### src/rtl/taxi_eth_pkg.sv
// Shared Ethernet receive-path definitions: control FSM state codes,
// the power-on frame length limit and a state decode helper.
package taxi_eth_pkg;

    typedef logic [1:0] rx_state_t;

    localparam rx_state_t ST_DISABLED = 2'd0;
    localparam rx_state_t ST_ENABLED  = 2'd1;
    localparam rx_state_t ST_DRAIN    = 2'd2;
    localparam rx_state_t ST_FAULT    = 2'd3;

    localparam logic [15:0] DEF_MAX_PKT_LEN = 16'd1518;

    // Receiver is switched on in both ENABLED and DRAIN
    function automatic logic rx_active(input rx_state_t st);
        return (st == ST_ENABLED) || (st == ST_DRAIN);
    endfunction

endpackage

### src/rtl/taxi_xgmii_rx_ctrl_if.sv
// Config/status bundle between the receive controller and the 64-bit XGMII receiver.
interface taxi_xgmii_rx_ctrl_if;
    logic        cfg_rx_enable;
    logic [15:0] cfg_rx_max_pkt_len;
    logic [1:0]  rx_start_packet;
    logic        stat_rx_pkt_good;
    logic        stat_rx_pkt_bad;

    modport master (
        output cfg_rx_enable, cfg_rx_max_pkt_len,
        input  rx_start_packet, stat_rx_pkt_good, stat_rx_pkt_bad
    );

    modport slave (
        input  cfg_rx_enable, cfg_rx_max_pkt_len,
        output rx_start_packet, stat_rx_pkt_good, stat_rx_pkt_bad
    );
endinterface

### src/rtl/taxi_xgmii_rx_err_mon.sv
// Windowed bad-frame monitor: counts bad frames per 2**WINDOW_W active cycles
// and raises a combinational trip when the count reaches ERR_THRESH.
module taxi_xgmii_rx_err_mon #(
    parameter int unsigned ERR_THRESH = 8,
    parameter int unsigned WINDOW_W   = 24
) (
    input  logic clk,
    input  logic rst_n,
    input  logic active,
    input  logic clear,
    input  logic bad,
    output logic trip
);

    logic [WINDOW_W-1:0] win_cnt;
    logic [7:0]          bad_win;
    logic                wrap;
    logic [7:0]          inc_base;
    logic [7:0]          bad_inc;

    assign wrap     = active && (win_cnt == '1);
    // A bad frame on the wrap cycle belongs to the new window
    assign inc_base = wrap ? 8'd0 : bad_win;
    assign bad_inc  = (inc_base == 8'hff) ? 8'hff : inc_base + 8'd1;
    assign trip     = active && bad && (bad_inc >= 8'(ERR_THRESH));

    always_ff @(posedge clk or negedge rst_n) begin
        if (!rst_n) begin
            win_cnt <= '0;
            bad_win <= '0;
        end else if (clear) begin
            win_cnt <= '0;
            bad_win <= '0;
        end else if (active) begin
            win_cnt <= win_cnt + WINDOW_W'(1);
            if (bad)
                bad_win <= bad_inc;
            else if (wrap)
                bad_win <= '0;
        end
    end

endmodule

### src/rtl/taxi_xgmii_rx_ctrl.sv
// XGMII receive controller: gates receiver enable/max length from software
// requests at frame boundaries, tracks frame activity, counts frames, trips on error bursts.
module taxi_xgmii_rx_ctrl
    import taxi_eth_pkg::*;
#(
    parameter int unsigned ERR_THRESH = 8,
    parameter int unsigned WINDOW_W   = 24,
    parameter int unsigned CNT_W      = 32
) (
    input  logic                 clk,
    input  logic                 rst_n,
    input  logic                 sw_rx_enable,
    input  logic [15:0]          sw_max_pkt_len,
    input  logic                 fault_clear,
    input  logic                 cnt_clear,
    taxi_xgmii_rx_ctrl_if.master rx,
    output logic                 rx_busy,
    output logic                 fault,
    output logic [CNT_W-1:0]     good_cnt,
    output logic [CNT_W-1:0]     bad_cnt
);

    rx_state_t   state, state_nxt;
    logic        cfg_en_q;
    logic [15:0] max_len_q;
    logic        busy_nxt, pkt_end, trip, mon_active, mon_clear;

    assign rx.cfg_rx_enable      = cfg_en_q;
    assign rx.cfg_rx_max_pkt_len = max_len_q;

    assign pkt_end    = rx.stat_rx_pkt_good | rx.stat_rx_pkt_bad;
    // A new start in the same cycle as an end keeps the frame open
    assign busy_nxt   = (rx_busy & ~pkt_end) | (|rx.rx_start_packet);
    assign mon_active = rx_active(state);
    assign mon_clear  = fault_clear && (state == ST_FAULT);

    taxi_xgmii_rx_err_mon #(
        .ERR_THRESH (ERR_THRESH),
        .WINDOW_W   (WINDOW_W)
    ) u_err_mon (
        .clk    (clk),
        .rst_n  (rst_n),
        .active (mon_active),
        .clear  (mon_clear),
        .bad    (rx.stat_rx_pkt_bad),
        .trip   (trip)
    );

    always_comb begin
        state_nxt = state;
        case (state)
            ST_DISABLED: if (sw_rx_enable && !rx_busy) state_nxt = ST_ENABLED;
            ST_ENABLED: begin
                if (trip)              state_nxt = ST_FAULT;
                else if (!sw_rx_enable) state_nxt = rx_busy ? ST_DRAIN : ST_DISABLED;
            end
            ST_DRAIN: begin
                if (trip)              state_nxt = ST_FAULT;
                else if (sw_rx_enable) state_nxt = ST_ENABLED;
                else if (!rx_busy)     state_nxt = ST_DISABLED;
            end
            ST_FAULT: if (fault_clear) state_nxt = ST_DISABLED;
            default: state_nxt = ST_DISABLED;
        endcase
    end

    always_ff @(posedge clk or negedge rst_n) begin
        if (!rst_n) begin
            state     <= ST_DISABLED;
            cfg_en_q  <= 1'b0;
            max_len_q <= DEF_MAX_PKT_LEN;
            rx_busy   <= 1'b0;
            fault     <= 1'b0;
            good_cnt  <= '0;
            bad_cnt   <= '0;
        end else begin
            state    <= state_nxt;
            cfg_en_q <= rx_active(state_nxt);
            fault    <= (state_nxt == ST_FAULT);
            rx_busy  <= busy_nxt;
            // Length only moves while the line is idle now and next cycle
            if (!rx_busy && !busy_nxt)
                max_len_q <= sw_max_pkt_len;
            if (cnt_clear)
                good_cnt <= '0;
            else if (rx.stat_rx_pkt_good)
                good_cnt <= good_cnt + CNT_W'(1);
            if (cnt_clear)
                bad_cnt <= '0;
            else if (rx.stat_rx_pkt_bad)
                bad_cnt <= bad_cnt + CNT_W'(1);
        end
    end

endmodule

### src/flat_wrapper.sv
// flat-port wrapper written by rule: the top's interface ports become plain ports
module taxi_xgmii_rx_ctrl_flat import taxi_eth_pkg::*;
#(
    parameter int unsigned ERR_THRESH = 8,
    parameter int unsigned WINDOW_W   = 24,
    parameter int unsigned CNT_W      = 32
)
  (clk, rst_n, sw_rx_enable, sw_max_pkt_len, fault_clear, cnt_clear, rx_busy, fault, good_cnt, bad_cnt, rx_cfg_rx_enable, rx_cfg_rx_max_pkt_len, rx_rx_start_packet, rx_stat_rx_pkt_good, rx_stat_rx_pkt_bad);
  taxi_xgmii_rx_ctrl_if rx_i ();
  input  logic clk;
  input  logic rst_n;
  input  logic sw_rx_enable;
  input  logic [15:0] sw_max_pkt_len;
  input  logic fault_clear;
  input  logic cnt_clear;
  output logic rx_busy;
  output logic fault;
  output logic [CNT_W-1:0] good_cnt;
  output logic [CNT_W-1:0] bad_cnt;
  output wire logic [$bits(rx_i.cfg_rx_enable)-1:0] rx_cfg_rx_enable;
  output wire logic [$bits(rx_i.cfg_rx_max_pkt_len)-1:0] rx_cfg_rx_max_pkt_len;
  input wire logic [$bits(rx_i.rx_start_packet)-1:0] rx_rx_start_packet;
  input wire logic [$bits(rx_i.stat_rx_pkt_good)-1:0] rx_stat_rx_pkt_good;
  input wire logic [$bits(rx_i.stat_rx_pkt_bad)-1:0] rx_stat_rx_pkt_bad;
  assign rx_cfg_rx_enable = rx_i.cfg_rx_enable;
  assign rx_cfg_rx_max_pkt_len = rx_i.cfg_rx_max_pkt_len;
  assign rx_i.rx_start_packet = rx_rx_start_packet;
  assign rx_i.stat_rx_pkt_good = rx_stat_rx_pkt_good;
  assign rx_i.stat_rx_pkt_bad = rx_stat_rx_pkt_bad;
  taxi_xgmii_rx_ctrl #(.ERR_THRESH(ERR_THRESH), .WINDOW_W(WINDOW_W), .CNT_W(CNT_W)) u_core (.clk(clk), .rst_n(rst_n), .sw_rx_enable(sw_rx_enable), .sw_max_pkt_len(sw_max_pkt_len), .fault_clear(fault_clear), .cnt_clear(cnt_clear), .rx(rx_i), .rx_busy(rx_busy), .fault(fault), .good_cnt(good_cnt), .bad_cnt(bad_cnt));
endmodule
### config.mk
export PLATFORM = sky130hd
export DESIGN_NAME = taxi_xgmii_rx_ctrl_flat
export DESIGN_NICKNAME = d
export VERILOG_FILES = /design/src/rtl/taxi_eth_pkg.sv /design/src/rtl/taxi_xgmii_rx_ctrl_if.sv /design/src/rtl/taxi_xgmii_rx_err_mon.sv /design/src/rtl/taxi_xgmii_rx_ctrl.sv /design/src/flat_wrapper.sv
export SDC_FILE = /design/constraint.sdc
export NUM_CORES = 1
export LEC_CHECK = 0
export ABC_CLOCK_PERIOD_IN_PS = 3470
export CORE_MARGIN = 10
export CORE_UTILIZATION = 48
export DETAILED_ROUTE_END_ITERATION = 10
export PLACE_DENSITY_LB_ADDON = 0.3
export SLEW_MARGIN = 40
export SYNTH_ARGS = -nofsm -noshare
export SYNTH_HDL_FRONTEND = slang
export SYNTH_SLANG_ARGS = --single-unit
export TNS_END_PERCENT = 100
### constraint.sdc
create_clock -name clk -period 3.47 [get_ports clk]
set_input_delay 1.041 -clock clk [delete_from_list [all_inputs] [get_ports clk]]
set_output_delay 1.041 -clock clk [all_outputs]
set_load 0.005 [all_outputs]
==> qor.yml <==
pwr:
  combPwrFrac_pct: 22.1
  clockPowerShare_pct: 37.4
  vdd_drop_max_mv: 0.302
  internal_power_mw: 2.99
  p_switching_mw: 1.23
  seqPwrFrac_pct: 40.5
  swShare_pct: 29.2
  p_leak_nw: 3.25
  p_per_area_nw_per_um2: 543
cts:
  tritoncts: "yes"
  htreeDepth: 4
  numCtsBuffers: 17
  clk_latency_ns: 0.42
  clkSlewWorstSetupHoldPaths_ns: 0.05
  cts_root_buf: "clkbuf_16"
  clock_path_buffers: 2
  clock_sinks: 117
routing:
  wl_per_cell_um: 16.1
  detail-route-antenna-nets: 0
  dr.pass1.iters: 5
  drc: 0
  first_iter_violations: 530
  drt-total-wl_um: 14300
  vias: 4927
  viasPerCell: 5.54
finish:
  post-route-util_pct: 64.2
  num-nets-final: 744
  n_antenna_cell: 0
  drive_above_1_share_pct: 11.4
  syn_to_final_growth_pct: 29.7
  final_area_sq_um: 7780
logic_synthesis:
  ys_ff_latch: 117
  yosysTopAreaCell: "dfrtp_1"
  synth_enable_flop_cells: 0
  syn-instance-count: 597
  synth_warnings: 0
  syn_area_sq_um: 6000
  synth.area.top_cells: "dfrtp_1 (45%), xor2_1 (6.4%), nor2_1 (5.7%), xnor2_1 (4.5%), dfstp_2 (3.5%)"
  ys_types: 61
  syn_nets: 631
  yosys-top-cells-count: "dfrtp_1 (109), nor2_1 (91), xor2_1 (44)"
  synth_ff_type: "dfrtp_1"
  synthArstFlopShare_pct: 100
  yosysMostFrequentCell: "dfrtp_1"
  yosysTopAreaCellShare_pct: 45.5
  synth-seq-area-share_pct: 49.0
  synth_area_per_cell_sq_um: 10.0
worst_setup_path:
  crit_start: "u_core.state[0]"
  endpoint_kind: "flip-flop"
  regToRegStartpoint: "u_core.state[0]"
  r2r_slack_ns: 0.30
  start_kind: "flip-flop"
  crit_path_max_fanout: 6
  cp.required_ns: 3.77
  worstSetupPathType: "reg2reg"
  path_cells: "inv_1 -> ha_1 -> nand4_4 -> nor3_4 -> and4_1 -> nor2_1 -> ha_1 -> and3_1 -> o211ai_1 -> a221oi_1 -> or3_1 -> o21ai_0 -> ha_1"
  cp.arrival_ns: 3.46
  cpMostUsedCell: "ha_1"
  r2r_cells: 13
  cpPeakStageDelay_ns: 0.43
  slowest_stage: "dfrtp_1"
placement:
  io_buffers: 107
  place_area_sq_um: 7230
  pre_cts_ws_ns: 0.254
  globalplace.congestion: 0.876
  hpwl_um: 10300
die:
  coreArea_sq_um: 12100
  pin_count: 108
  die-area_sq_um: 17400
  floorplan.die.height_um: 132
  die_width_um: 132
  std_cell_rows: 40
  initial_utilization_pct: 49.5
timing:
  finalMaxSlewViolations: 0
  fmax_ghz: 0.316
  finalSetupViolCount: 0
  min_period_over_period_pct: 91.2
  slew_headroom_pct: 51.8
  post-route-min-period_ns: 3.17
  hold_violations: 0
  skew_ns: 0.00627
  tns_ns: 0
  worst_pin_slew_ns: 0.718
  rsz0062_at_grt: "no"
  fin_ws_ns: 0.304
global_routing:
  track_usage_pct: 16.8
  overflow: 0
  grt_start_max_net_pins: 86
  grt_pass1_vias: 4899
  grt_antenna_before_repair: 0
  grt_first_pass_wirelength_um: 24300
min_path:
  worstHoldStart: "u_core.rx.cfg_rx_max_pkt_len[11]"
  hold_path_class: "reg2reg"
  holdPathStages: 1
job:
  maxCapViolCount: 0
status:
  status: "complete, no violations"
==> repair_timing <==
item	4_1_cts	5_1_grt
endpoints found under the setup margin	0	1
gates resized for setup	0	1
hold buffers	0	0
setup buffers	0	1
==> metrics by stage <==
stage	cells	total power, mW	hold WS [ns]
3_3_place_gp	858	2.61	0.490
5_1_grt	890	4.48	0.517
6_report	890	4.23	0.503
3_5_place_dp	858	2.66	0.496
4_1_cts	889	4.26	0.508
2_1_floorplan	597	2.27	0.497
==> critical path, delay by kind of cell, from the launching register on <==
family                   cells  cell delay, ns
adder cells (fa/ha/maj)      3            0.82
flip-flops                   1            0.43
buffers and inverters        1            0.09
AND/OR/NAND/NOR              6            1.23
AO/OA/AOI/OAI                3            0.47
==> layer usage <==
metal | share of wire, % | GRT usage [%] | vias up
met1 | 42 | 19.4 | 2398
li1 | - | - | 2352
met4 | 1.8 | 8.10 | 0
met2 | 48 | 26.8 | 155
met5 | 0 | 0 | -
met3 | 7.5 | 6.55 | 22
==> power by group through the flow <==
stage / Clock [mW] / Combinational (mW) / Sequential (mW)
after detailed placement: 0 / 0.931 / 1.72
after floorplan: 0 / 0.574 / 1.70
after CTS: 1.62 / 0.936 / 1.71
after global placement: 0 / 0.895 / 1.72
final: 1.58 / 0.934 / 1.71
after global routing: 1.69 / 1.05 / 1.74
==> final cells by class <==
class                   count  area, sq um
clock buffers              25          475
clock inverters             6         55.1
repair buffers            119         1170
fillers                  1026         4330
well taps                 168          210
inverters                  14         52.6
flip-flops and latches    117         2940
multi-input cells         441         2880
==> kinds of logic (layout without fill, tap and decap cells) <==
kind of cell	count (synthesis)	after routing	share of synthesized area, %
AND/OR/NAND/NOR	276	276	24.9
flip-flops	117	117	49.0
XOR/XNOR	75	75	11.0
AO/OA/AOI/OAI	60	60	6.30
buffers and inverters	39	164	3.11
multiplexers	21	21	3.84
adder cells (fa/ha/maj)	9	9	1.88
==> sequential cells by signal (all words and copies together), names as in the netlist <==
name                          cells
u_core.bad_cnt                   32
u_core.good_cnt                  32
u_core.u_err_mon.win_cnt         24
u_core.rx.cfg_rx_max_pkt_len     16
u_core.u_err_mon.bad_win          8
u_core.state                      2
u_core.fault                      1
u_core.rx.cfg_rx_enable           1
u_core.rx_busy                    1
==> cell usage in the layout, fill, tap and decap left out, drive strengths merged, types with 4 or more instances in the layout <==
cell type | netlist | final
inv | 14 | 14
xnor2 | 31 | 31
nor4 | 8 | 8
and2 | 12 | 12
clkbuf | 17 | 25
and4 | 15 | 15
clkinv | 0 | 5
nor3 | 13 | 13
xor2 | 44 | 44
dfstp | 8 | 8
a211oi | 4 | 4
o21ai | 15 | 15
nand3 | 27 | 27
and3 | 18 | 18
or3 | 11 | 11
mux2 | 16 | 16
nand4 | 35 | 35
nand2 | 34 | 34
ha | 9 | 9
dfrtp | 109 | 109
clkdlybuf4s50 | 0 | 105
buf | 8 | 14
mux2i | 5 | 5
nor2 | 92 | 92
a21oi | 18 | 18
==> path summary, 6_finish.rpt <==
kind,to
max reg2reg,u_core.rx.cfg_rx_enable
max in group asynchronous,u_core.rx.cfg_rx_max_pkt_len[10]
min reg2reg,u_core.rx.cfg_rx_max_pkt_len[11]
min,u_core.rx.cfg_rx_max_pkt_len[11]
max,u_core.rx.cfg_rx_enable
min in group asynchronous,u_core.good_cnt[12]
No activity file was read; power rests on OpenSTA's default activity.
